--- src/rtl/aidc_lite_bit_packer.sv ---
// AIDC-Lite bit packer: packs variable-length code beats LSB-first into
// 64-bit buffer words, flushes the tail at end of block and reports size.
module aidc_lite_bit_packer #(
    parameter int ADDR_WIDTH = 3,
    parameter int IN_WIDTH   = 32,
    parameter int LEN_WIDTH  = 6
) (
    input  logic                  clk,
    input  logic                  rst_n,
    input  logic                  start_i,
    input  logic                  valid_i,
    output logic                  ready_o,
    input  logic [IN_WIDTH-1:0]   data_i,
    input  logic [LEN_WIDTH-1:0]  len_i,
    input  logic                  last_i,
    output logic                  wren_o,
    output logic [ADDR_WIDTH-1:0] waddr_o,
    output logic [63:0]           wdata_o,
    output logic                  done_o,
    output logic [ADDR_WIDTH:0]   size_o,
    output logic                  overflow_o
);

    localparam int ACC_W  = 64 + IN_WIDTH;
    localparam int FILL_W = 7;
    localparam logic [FILL_W-1:0] WORD = FILL_W'(64);
    localparam logic [ADDR_WIDTH:0] DEPTH = {1'b1, {ADDR_WIDTH{1'b0}}};

    typedef enum logic [1:0] {
        S_IDLE,
        S_PACK,
        S_FLUSH
    } state_t;

    state_t                state_q;
    logic [ACC_W-1:0]      acc_q;
    logic [FILL_W-1:0]     fill_q;
    logic [ADDR_WIDTH:0]   wptr_q;
    logic                  wren_q;
    logic [ADDR_WIDTH-1:0] waddr_q;
    logic [63:0]           wdata_q;
    logic                  done_q;
    logic [ADDR_WIDTH:0]   size_q;
    logic                  ovf_q;

    logic [LEN_WIDTH-1:0]  len_sat;
    logic [IN_WIDTH-1:0]   mask;
    logic [ACC_W-1:0]      acc_d;
    logic [ACC_W-1:0]      acc_shift;
    logic [FILL_W-1:0]     fill_d;
    logic                  full;
    logic                  at_cap;
    logic [ADDR_WIDTH:0]   wptr_d;

    always_comb begin
        len_sat   = (len_i > LEN_WIDTH'(IN_WIDTH)) ? LEN_WIDTH'(IN_WIDTH) : len_i;
        mask      = ~({IN_WIDTH{1'b1}} << len_sat);
        acc_d     = acc_q | (ACC_W'(data_i & mask) << fill_q);
        acc_shift = acc_d >> 64;
        fill_d    = fill_q + FILL_W'(len_sat);
        full      = (fill_d >= WORD);
        at_cap    = (wptr_q == DEPTH);
        // Pointer parks at capacity so size saturates and never wraps.
        wptr_d    = at_cap ? wptr_q : wptr_q + (ADDR_WIDTH+1)'(1);
    end

    always_ff @(posedge clk or negedge rst_n) begin
        if (!rst_n) begin
            state_q <= S_IDLE;
            acc_q   <= '0;
            fill_q  <= '0;
            wptr_q  <= '0;
            wren_q  <= 1'b0;
            waddr_q <= '0;
            wdata_q <= '0;
            done_q  <= 1'b0;
            size_q  <= '0;
            ovf_q   <= 1'b0;
        end else begin
            wren_q <= 1'b0;
            done_q <= 1'b0;
            if (start_i) begin
                state_q <= S_PACK;
                acc_q   <= '0;
                fill_q  <= '0;
                wptr_q  <= '0;
                size_q  <= '0;
                ovf_q   <= 1'b0;
            end else begin
                unique case (state_q)
                    S_IDLE: begin
                    end
                    S_PACK: begin
                        if (valid_i) begin
                            if (last_i && fill_d == '0) begin
                                done_q  <= 1'b1;
                                size_q  <= wptr_q;
                                state_q <= S_IDLE;
                            end else if (last_i || full) begin
                                if (at_cap) begin
                                    ovf_q <= 1'b1;
                                end else begin
                                    wren_q  <= 1'b1;
                                    waddr_q <= wptr_q[ADDR_WIDTH-1:0];
                                    wdata_q <= acc_d[63:0];
                                end
                                wptr_q <= wptr_d;
                                if (full) begin
                                    acc_q  <= acc_shift;
                                    fill_q <= fill_d - WORD;
                                end else begin
                                    acc_q  <= '0;
                                    fill_q <= '0;
                                end
                                if (last_i) begin
                                    if (fill_d > WORD) begin
                                        state_q <= S_FLUSH;
                                    end else begin
                                        done_q  <= 1'b1;
                                        size_q  <= wptr_d;
                                        state_q <= S_IDLE;
                                    end
                                end
                            end else begin
                                acc_q  <= acc_d;
                                fill_q <= fill_d;
                            end
                        end
                    end
                    S_FLUSH: begin
                        if (at_cap) begin
                            ovf_q <= 1'b1;
                        end else begin
                            wren_q  <= 1'b1;
                            waddr_q <= wptr_q[ADDR_WIDTH-1:0];
                            wdata_q <= acc_q[63:0];
                        end
                        wptr_q  <= wptr_d;
                        done_q  <= 1'b1;
                        size_q  <= wptr_d;
                        acc_q   <= '0;
                        fill_q  <= '0;
                        state_q <= S_IDLE;
                    end
                    default: state_q <= S_IDLE;
                endcase
            end
        end
    end

    assign ready_o    = (state_q == S_PACK);
    assign wren_o     = wren_q;
    assign waddr_o    = waddr_q;
    assign wdata_o    = wdata_q;
    assign done_o     = done_q;
    assign size_o     = size_q;
    assign overflow_o = ovf_q;

endmodule

--- config.mk ---
export PLATFORM = sky130hd
export DESIGN_NAME = aidc_lite_bit_packer
export DESIGN_NICKNAME = d
export VERILOG_FILES = /design/src/rtl/aidc_lite_bit_packer.sv
export SDC_FILE = /design/constraint.sdc
export NUM_CORES = 1
export LEC_CHECK = 0
export ABC_CLOCK_PERIOD_IN_PS = 5700
export CAP_MARGIN = 5
export CORE_MARGIN = 4
export CORE_UTILIZATION = 50
export DETAILED_ROUTE_END_ITERATION = 8
export PLACE_DENSITY = 0.71
export SLEW_MARGIN = 10
export SYNTH_ARGS = -nofsm -noshare
export SYNTH_HDL_FRONTEND = slang
export SYNTH_SLANG_ARGS = --single-unit
--- constraint.sdc ---
create_clock -name clk -period 5.7 [get_ports clk]
set_clock_uncertainty 0.1 [all_clocks]
set_input_delay 1.14 -clock clk [delete_from_list [all_inputs] [get_ports clk]]
set_output_delay 1.14 -clock clk [all_outputs]
set_load 0.01 [all_outputs]
==> results.md <==
- Outcome: complete, no violations
- Vias in the first global route: 12549
- Pre-CTS setup slack: 358 ps
- Slew HR: 32.0%
- Max-slew violations: 0
- Arrival time at the worst endpoint: 5320 ps
- Post-CTS setup repair buffer count: 0
- Die height: 164 µm
- Post-synth EDFFs: 0
- Cell taking the most area after synthesis: dfrtp_1
- CP cell instances: clkdlybuf4s50_1, buf_4, or3_1, o21ai_0, mux4_2, mux2i_1, mux2i_1, mux2i_1, a21oi_1, a21oi_1
- VDD IR max: 203 µV
- Post-synth cell types: 81
- GPL Wtd Cong: 1.03
- Clk buf depth: 2
- Post-Syn Nets: 1544
- Sink Count: 183
- RSZ-0062 raised after global routing: false
- Critical path's largest stage delay: 630 ps
- Crit path required time: 5970 ps
- Gr ovfl total: 0
- Hpwl dp: 36300 µm
- Crit path top cell by count: mux2i_1
- Synth warn: 0
- Site row count: 56
- DRC: 0
- Pin count of the biggest net entering global routing: 94
- Cells after Synth: 1493
- Yosys reg bits: 183
- Initial Util: 51.3%
- Final worst setup slack: 650 ps
- Final setup viols: 0
- Diodes inserted: 0
- Period minus WS final: 5050 ps
- Avg Inst Size Synth: 8.16 µm²
- Final TNS setup: 0 ps
- CP Launch Type: input port
- DR WL/cell: 26.2 µm
- Worst Path Max Fanout: 46
- Filler cell count: 2121
- Most frequent cells in the layout: nor2_1 (210), a21oi_1 (191), dfrtp_1 (183), clkdlybuf4s50_1 (116), nand2_1 (115)
- Max cap viols: 0
- Leakage: 5.79 nW
- Antenna Nets Post-Route: 0
- H-tree depth: 4
- Post-synth top flop: dfrtp_1
- Delay-heaviest family, CP: multiplexers
- Layout area overhead: 19.2%
- Crit. End Element: register
- Area contributors post-synth: dfrtp_1 (38%), a21oi_1 (7.9%), nor2_1 (6.6%)
- # resized after CTS: 0
- Iter 0 DRT Violations: 1858
- Final hold viol count: 0
- Area occupied by multi-input gates: 0.00706 mm²
- IO Count: 118
- Global-route wire length before repair: 76500 µm
- Peak Freq: 198 MHz
- Clk pin slew, worst setup/hold paths: 80 ps
- Clock latency at the later pin of the worst-skew pair: 450 ps
- Die X: 164 µm
- Seq/Total Area, Yosys: 37.6%
- Nets@finish: 1638
- Core area: 0.0238 mm²
- Top-area cell type share of the netlist area: 37.6%
- Pwr Density: 315 mW/mm²
- Critical Path Slowest Stage Cell: mux2i_1
- Root buffer cell: clkbuf_16
- Via count: 13271
- Initial antenna violation count: 0
- Worst Hold Class: reg -> reg
- DR pass1 iterations: 6
- Total CTS buffers: 17
- Seq. cell area: 0.00458 mm²
- Die area: 0.0269 mm²
- CP Buf/Inv Count: 2
- Gr usage total: 37.2%
- Critical Setup Path Class: in -> reg
- Via/cell ratio: 6.92
- Synth async-reset ratio: 100%
- Layout cells sized above 1: 9.88%
- Post-layout util: 61.2%
- Worst-Margin Slew: 1010 ps
- Commonest non-fill, non-tap cell in the layout: nor2_1
- Routed WL: 50300 µm
- # port buffers: 117
- Hold Buf Count CTS: 0
- Syn Std Cell Area: 0.0122 mm²
- Tcrit/Tclk final: 88.6%
- TritonCTS clock tree: yes
state kept, by name (all words and copies together) (netlist names):
name        flops
acc_q          96
wdata_o        64
fill_q          7
size_o          4
wptr_q          4
waddr_o         3
state_q         2
done_o          1
overflow_o      1
wren_o          1
per-stage QoR:
step                power (mW)  cells  cell area [µm²]  hold WS [ps]
detailed placement        3.31   1887            13900           370
floorplan                 2.47   1493            12200           350
global route              4.77   1919            14500           411
finish                    4.58   1919            14500           393
CTS                       4.55   1919            14500           393
global placement          3.30   1887            13900           366
layer usage:
layer  wire [µm]  share of wire [%]  GRT usage (%)
met1       20400                 40           51.8
met2       22000                 44           55.4
met3        5490                 11           8.96
met4        2520                5.0           15.9
met5           0                  0              0
Yosys cell counts, drive strengths merged (14+ instances only):
| library cell | count |
|---|---|
| nand3 | 27 |
| o22ai | 30 |
| a211oi | 22 |
| o221ai | 15 |
| inv | 25 |
| a22o | 26 |
| dfrtp | 183 |
| o21a | 17 |
| a21oi | 192 |
| o21ai | 110 |
| clkbuf | 83 |
| mux2i | 21 |
| nor2 | 213 |
| mux2 | 14 |
| o211ai | 23 |
| nand2 | 115 |
| buf | 33 |
| a31oi | 27 |
| a221oi | 25 |
| nor3 | 33 |
power by group:
part	internal [mW]	total, mW	switching (mW)	leakage (nW)
Sequential	1.52	1.65	0.134	2.38
Clock	0.603	1.25	0.649	0.301
Combinational	0.720	1.68	0.960	3.11
area by class of cell:
| type | count | area share [%] |
|---|---|---|
| clock buffer | 17 | 2.93 |
| clock inverter | 15 | 1.34 |
| inverter | 28 | 0.724 |
| multi-input combinational | 1166 | 48.6 |
| sequential | 183 | 31.5 |
| tap | 319 | 2.75 |
| timing repair buffer | 191 | 12.2 |
final timing paths:
kind,startpoint,end,slack [ps],cells after the start
setup / recovery,len_i[5],wdata_o[31],650,10
hold / removal,acc_q[49],acc_q[49],390,1
setup reg to reg,fill_q[0],wdata_o[49],1410,10
hold reg to reg,acc_q[49],acc_q[49],390,1
max in group asynchronous,rst_n,acc_q[41],3770,2
min in group asynchronous,rst_n,waddr_o[0],680,1
logic make-up (layout without fill, tap and decap cells):
logic type | after synthesis | after routing | share of synthesized area (%)
DFF | 183 | 183 | 37.6
adders and majority gates | 9 | 9 | 0.903
muxes | 44 | 44 | 4.71
buffers and inverters | 144 | 251 | 4.74
and+or+nand+nor | 485 | 485 | 18.0
xor gates and xnor gates | 5 | 5 | 0.359
AOI/OAI and AO/OA | 623 | 623 | 33.7
Power figures use the tool's default switching activity.
